File: src/rtl/param_burst_sram.sv
// Single-port burst SRAM with a start/ready command handshake.
// Supports INCR and power-of-two WRAP address sequences; illegal commands pulse err.
module param_burst_sram #(
    parameter int DATA_W = 8,
    parameter int ADDR_W = 4,
    parameter int LEN_W  = 5
) (
    input  logic              clk,
    input  logic              rst,
    input  logic              start,
    input  logic              we,
    input  logic              mode,
    input  logic [ADDR_W-1:0] addr,
    input  logic [LEN_W-1:0]  burst_len,
    input  logic [DATA_W-1:0] data_in,
    output logic [DATA_W-1:0] data_out,
    output logic              rd_valid,
    output logic              beat_last,
    output logic              ready,
    output logic              err
);

    localparam int DEPTH = 1 << ADDR_W;

    typedef enum logic [1:0] {IDLE, WR, RD} state_t;

    typedef struct packed {
        logic              mode;
        logic [ADDR_W-1:0] addr;
        logic [LEN_W-1:0]  len;
    } cmd_t;

    state_t            state, state_nxt;
    cmd_t              cmd_q;
    logic [LEN_W-1:0]  k_q;
    logic [DATA_W-1:0] mem [DEPTH];

    // command validation on the live inputs
    logic cmd_ok, accept, reject;
    logic len_pow2, len_fits;

    always_comb begin
        len_pow2 = (burst_len & (burst_len - 1'b1)) == '0;
        len_fits = 32'(burst_len) <= 32'(DEPTH);
        cmd_ok   = (burst_len != '0) && (!mode || (len_pow2 && len_fits));
        accept   = ready && start && cmd_ok;
        reject   = ready && start && !cmd_ok;
    end

    // beat address; WRAP mask fits in ADDR_W because len <= DEPTH was enforced
    logic [LEN_W-1:0]  len_m1;
    logic [ADDR_W-1:0] wrap_mask, addr_sum, beat_addr;
    logic              last_beat;

    always_comb begin
        len_m1    = cmd_q.len - 1'b1;
        wrap_mask = ADDR_W'(len_m1);
        addr_sum  = cmd_q.addr + ADDR_W'(k_q);
        beat_addr = cmd_q.mode ? ((cmd_q.addr & ~wrap_mask) | (addr_sum & wrap_mask))
                               : addr_sum;
        last_beat = (k_q == len_m1);
    end

    // FSM: state register
    always_ff @(posedge clk) begin
        if (rst) state <= IDLE;
        else     state <= state_nxt;
    end

    // FSM: next state
    always_comb begin
        state_nxt = state;
        case (state)
            IDLE:    if (accept) state_nxt = we ? WR : RD;
            WR, RD:  if (last_beat) state_nxt = IDLE;
            default: state_nxt = IDLE;
        endcase
    end

    // FSM: outputs
    logic wr_beat, rd_beat, beat;

    always_comb begin
        ready   = (state == IDLE);
        wr_beat = (state == WR);
        rd_beat = (state == RD);
        beat    = wr_beat || rd_beat;
    end

    always_ff @(posedge clk) begin
        if (rst) begin
            cmd_q     <= '0;
            k_q       <= '0;
            data_out  <= '0;
            rd_valid  <= 1'b0;
            beat_last <= 1'b0;
            err       <= 1'b0;
        end else begin
            err       <= reject;
            rd_valid  <= rd_beat;
            beat_last <= beat && last_beat;
            if (accept) begin
                cmd_q <= '{mode: mode, addr: addr, len: burst_len};
                k_q   <= '0;
            end else if (beat) begin
                k_q <= k_q + 1'b1;
            end
            if (rd_beat) data_out <= mem[beat_addr];
        end
    end

    // storage is not reset; a reset edge suppresses the pending write beat
    always_ff @(posedge clk) begin
        if (!rst && wr_beat) mem[beat_addr] <= data_in;
    end

endmodule

File: config.mk
export PLATFORM = sky130hd
export DESIGN_NAME = param_burst_sram
export DESIGN_NICKNAME = d
export VERILOG_FILES = /design/src/rtl/param_burst_sram.sv
export SDC_FILE = /design/constraint.sdc
export NUM_CORES = 1
export LEC_CHECK = 0
export ABC_AREA = 1
export BUFFER_PORTS_ARGS = -buffer_cell sky130_fd_sc_hd__buf_4
export CAP_MARGIN = 0
export CORE_MARGIN = 2
export CORE_UTILIZATION = 28
export DETAILED_ROUTE_END_ITERATION = 8
export GPL_TIMING_DRIVEN = 1
export HOLD_SLACK_MARGIN = 0.15
export PLACE_DENSITY = 0.46
export SLEW_MARGIN = 15
export SYNTH_ARGS = -nofsm -noshare
export SYNTH_HDL_FRONTEND = slang
export SYNTH_SLANG_ARGS = --single-unit
File: constraint.sdc
create_clock -name clk -period 2.41 [get_ports clk]
set_input_delay 0.241 -clock clk [delete_from_list [all_inputs] [get_ports clk]]
set_output_delay 0.241 -clock clk [all_outputs]
set_load 0.03 [all_outputs]
### After elaboration in Yosys (flattened, before gate mapping)

Memory sizes are Yosys's and may differ from the RTL's. A register that Yosys moved wholly into a read port is not among the register bits.
Cells that the tools add are included.

| operators by class | value |
|---|---|
| equality and inequality tests | 5 |
| multiplexer cells | 7 |
| magnitude comparators | 1 |
| reductions and logical operators | 18 |
| bitwise logic cells | 5 |
| add/subtract/negate cells | 4 |

Operators with widths:

| kind | number |
|---|---|
| subtractor 5 x 1 -> 5 bit, second input constant | 2 |
| AND 4 bit | 2 |
| logical AND 1 bit | 7 |
| two-way mux 2 bit | 3 |
| adder 5 x 1 -> 5 bit, second input constant | 1 |
| AND 5 bit | 1 |
| equality test 5 bit | 1 |
| <= comparator 5 bit, second input constant | 1 |
| zero test 5 bit | 1 |
| nonzero test 5 bit | 1 |
| adder 4 bit | 1 |
| two-way mux 4 bit | 1 |
| inverter 4 bit | 1 |
| OR 4 bit | 1 |
| one-hot mux 2 bit (2 select lines) | 1 |
| OR reduction 2 bit | 2 |
| zero test 1 bit | 3 |
| equality test 2 x 1 -> 1 bit, second input constant | 1 |
| equality test 2 bit, second input constant | 1 |
| zero test 2 bit | 1 |
| logical OR 1 bit | 2 |
| two-way mux 1 bit | 2 |
| != test 2 x 1 -> 1 bit, second input constant | 1 |
| != test 2 bit, second input constant | 1 |
| AND reduction 2 bit | 1 |

| storage, ports and cells | value |
|---|---|
| input port bits | 22 |
| register bits | 20 |
| word-level logic and storage cells | 49 |
| memories kept | 1 |
| output and inout port bits | 12 |
| memory bits (writable) | 128 |

Memories:

| name | depth | bits a word | read ports | clocked after Yosys merged registers in | wr ports | RTL line | RTL |
|---|---|---|---|---|---|---|---|
| mem | 16 | 8 | 1 | 1 | 1 | 36 | `logic [DATA_W-1:0] mem [DEPTH];` |

### Logic depth before layout (Yosys ltp)

| logic depth | value |
|---|---|
| word-level depth | 9 |
| depth in mapped cells | 16 |
| gate-level depth less buffers | 15 |

### Least setup slack after synthesis

OpenSTA, ideal clock, no wires.

| path | value |
|---|---|
| kind | reg-to-reg |
| start | register k_q[0] |
| end | memory mem[0][0], enable pin |
| stages on the path, launching flop included | 7 |
| required time | 2.040 ns |
| period minus slack after synthesis | 2.405 ns |
| library setup time | 0.370 ns |
| path slack | 0.005 ns |
| data arrival time | 2.035 ns |
| buffers on the path | 1 |
| cells stage by stage | dfxtp_1 > ha_1 > fa_1 > o21ai_2 > buf_2 > nand3_1 > nor2_1 |

| on the way | value |
|---|---|
| word-level cells in the longest chain between the ends | 4 |

RTL lines:

| element | RTL line | RTL |
|---|---|---|
| start, declared | 35 | `logic [LEN_W-1:0] k_q;` |
| start signal, assigned | 106 | `k_q <= k_q + 1'b1;` |
| adder 4 bit * | 58 | `addr_sum = cmd_q.addr + ADDR_W'(k_q);` |
| AND 4 bit | 59 | `beat_addr = cmd_q.mode ? ((cmd_q.addr & ~wrap_mask) \| (addr_sum & wrap_mask))` |
| OR 4 bit | 59 |  |
| two-way mux 4 bit * | 59 |  |
| end, declared | 36 |  |

Mark *: on every way between the ends. The rest lies on a longest branch, timed or not.

### Worst setup path after layout

| path | value |
|---|---|
| start | register k_q[0] |
| end | memory mem[5][0], enable pin |

The elaborated chain is that of the path after synthesis.

==> metrics.cfg <==
[outcome]
outcome = finished, final reports clean

[hold_path]
hp-class = in2reg
whs_path_depth = 3
whs_endpoint = cmd_q[7]$_SDFFE_PP0P_
hp-start = addr[2]

[cells_and_area]
area_growth_pct = 21.6
final_nets = 852
drive_gt1_share_pct = 14.0
antennaDiodeCount = 0
fin_area_mm2 = 0.00852

[logic_synthesis]
ys_seq_area_share_pct = 62.8
synth.avg_cell_area_um2 = 9.28
synth_edf_count = 128
synth_top_flop_cell = edfxtp_1
synthArstFlopShare_pct = 0
synth_area_mm2 = 0.00701
ys_ff_latch = 156
post_synth_num_cell_types = 24
synth_warnings = 0
synthCells = 755
synth_nets = 786

[critical_path]
worst_path_max_delay_cell = fa_1
critical_path_class = reg2reg
cpPeakStageDelay_ps = 490
reg2reg_setup_slack_ps = 160
critPathRequiredTime_ps = 2550
worstPathArrival_ps = 2380
crit_path_end_kind = flop
critical_path.startpoint_type = flop
path_max_fanout = 5
ff2ff_path_depth = 7
r2r-end = mem[5][0]$_DFFE_PP_
cp_cell_sequence = ha_1, fa_1, o21ai_4, buf_4, nand3_2, nor2_1, buf_4
crit_path_frequent_cell = buf_4
r2r-start = k_q[0]$_SDFFE_PP0P_

[sta]
fin_setup_tns_ps = 0
hold_viol = 0
finalSetupViolations = 0
fin_crit_sh_pct = 93.3
slew_violations = 0
period_needed_ps = 2250
fmax_ghz = 0.445
fin_skew_ps = 12.7
worst_pin_slew_ps = 616
maxSlewHeadroom_pct = 58.9
rsz0062_at_grt = no

[placement]
port_buffers = 33
gp_congestion = 0.812
hpwl_mm = 12.0
placed_cell_area_mm2 = 0.00781

[cts]
clock_path_buffers = 2
htree_levels = 4
cts_tree = built
numCtsBuffers = 17
clk_pin_slew_ps = 70
cts_root_buf = clkbuf_16
clock_sinks = 156
clock_latency_ps = 430
cts_setup_buffers = 0

[die]
ios = 34
die_x_um = 162
start_util_pct = 28.7
die_area_mm2 = 0.0263
fp.coreArea_mm2 = 0.0245
num_rows = 57
die_h_um = 162

[global_route]
grt_util_all_layers_pct = 14.3
grt-ovfl-total = 0
antenna_found_initial = 0
grt_pass1_vias = 4983
grt_pass1_wl_mm = 28.4
grt_start_max_net_pins = 52

[drt]
viasPerCell = 4.41
first_iter_violations = 354
drtAntennaViolNets = 0
firstDrtPassIters = 4
drt-total-wl_mm = 18.1
drc = 0
wl_per_cell_um = 15.6
vias = 5112

[power_and_ir_drop]
clkPwrFrac_pct = 28.8
p_per_area_mw_per_mm2 = 1100
p_sw_share_pct = 38.4
p_leak_nw = 3.61
power_switching_mw = 3.60
p_int_mw = 5.77
power_frac_comb_pct = 37.7
ir_drop_uv = 426
pwr-share-seq_pct = 33.5

[run]
maxCapViolCount = 0

power by group through the flow:
| stage | Clock [mW] | Combinational, mW | Sequential (mW) |
|---|---|---|---|
| floorplan | 0 | 2.31 | 3.28 |
| global placement | 0 | 3.54 | 3.19 |
| detailed placement | 0 | 3.51 | 3.20 |
| CTS | 2.74 | 3.54 | 3.14 |
| global route | 2.85 | 4.02 | 3.15 |
| finish | 2.69 | 3.54 | 3.14 |
cells by family after synthesis:
kind of cell             count (synthesis)  share of synthesized area [%]
XOR/XNOR                                 9                           1.12
buffers and inverters                   72                           4.82
AND/OR/NAND/NOR                        483                           27.5
AO/OA/AOI/OAI                           26                           2.00
flip-flops                             156                           62.8
adder cells (fa/ha/maj)                  9                           1.71
worst max path at each step:
stage                                      from                       end  cells past startpoint
final                       k_q[0]$_SDFFE_PP0P_       mem[5][0]$_DFFE_PP_                      7
after CTS                   k_q[0]$_SDFFE_PP0P_       mem[5][6]$_DFFE_PP_                      7
after global routing      cmd_q[5]$_SDFFE_PP0P_  data_out[5]$_SDFFE_PP0P_                     13
after global placement    cmd_q[5]$_SDFFE_PP0P_       mem[5][7]$_DFFE_PP_                      7
after floorplan             k_q[0]$_SDFFE_PP0P_       mem[0][0]$_DFFE_PP_                      6
after detailed placement  cmd_q[5]$_SDFFE_PP0P_       mem[5][7]$_DFFE_PP_                      7
state kept, by name, indices dropped and copies added, names as in the netlist:
name	flops
err	1
beat_last	1
cmd_q	10
mem	128
data_out	8
k_q	5
rd_valid	1
state	2
layout make-up:
type | instances | area, um2
sequential | 156 | 4400
clock buffer | 18 | 429
inverter | 36 | 135
clock inverter | 14 | 158
multi-input combinational | 527 | 2310
fill | 2512 | 15900
tap | 324 | 405
timing repair buffer | 83 | 686
worst max-delay path: cells and delay by family (launching register included):
kind	cells	cell delay, ps
and+or+nand+nor	2	380
adders and majority gates	2	700
buffers and inverters	2	330
DFF	1	320
AOI/OAI and AO/OA	1	220
synth_stat cells (6+ instances only):
cell type,count,area share [%]
a21oi_1,13,0.93
buf_2,21,1.5
clkbuf_1,6,0.32
dfxtp_1,28,8.0
edfxtp_1,128,55
ha_1,8,1.4
inv_1,31,1.7
nand2_1,342,18
nand3_1,84,6.0
nor2_1,52,2.8
o21ai_0,10,0.71
stage by stage:
step	instances	power, mW	utilization (%)	setup WS, ps	hold WS, ps
floorplan	755	5.59	-	4.83	340
global placement	1116	6.73	31.9	32.1	470
detailed placement	1116	6.71	31.9	23.0	479
CTS	1158	9.43	34.7	1.61	151
global route	1158	10.0	34.8	6.09	161
finish	1158	9.37	34.8	161	142
cell usage in the layout, fill, tap and decap left out, types with 4 or more instances in the layout:
cell type      Yosys  routed
o21ai_0           10      10
dlygate4sd3_1      0      10
inv_2              4       4
a21oi_1           13      13
edfxtp_1         128     128
ha_1               8       8
inv_1             31      31
inv_6              0       4
xor2_1             4       4
xnor2_1            5       5
clkbuf_16          0      17
buf_4              5      70
nor2_1            52      51
nand3_1           84      81
nand2_1          342     339
dfxtp_1           28      28
timing repair:
item | CTS | global route
endpoints found under the hold margin | 10 | 0
hold buffers | 10 | 0
endpoints found under the setup margin | 0 | 128
resized for setup | 0 | 6
metal layers:
layer  GRT usage (%)  vias up  wire length, um
li1                -     2597                -
met1            20.6     2396             9110
met2            21.8      106             8050
met3            2.71       13              782
met4            4.59        0              174
met5               0        -                0
(Power assumes the default switching activity.)
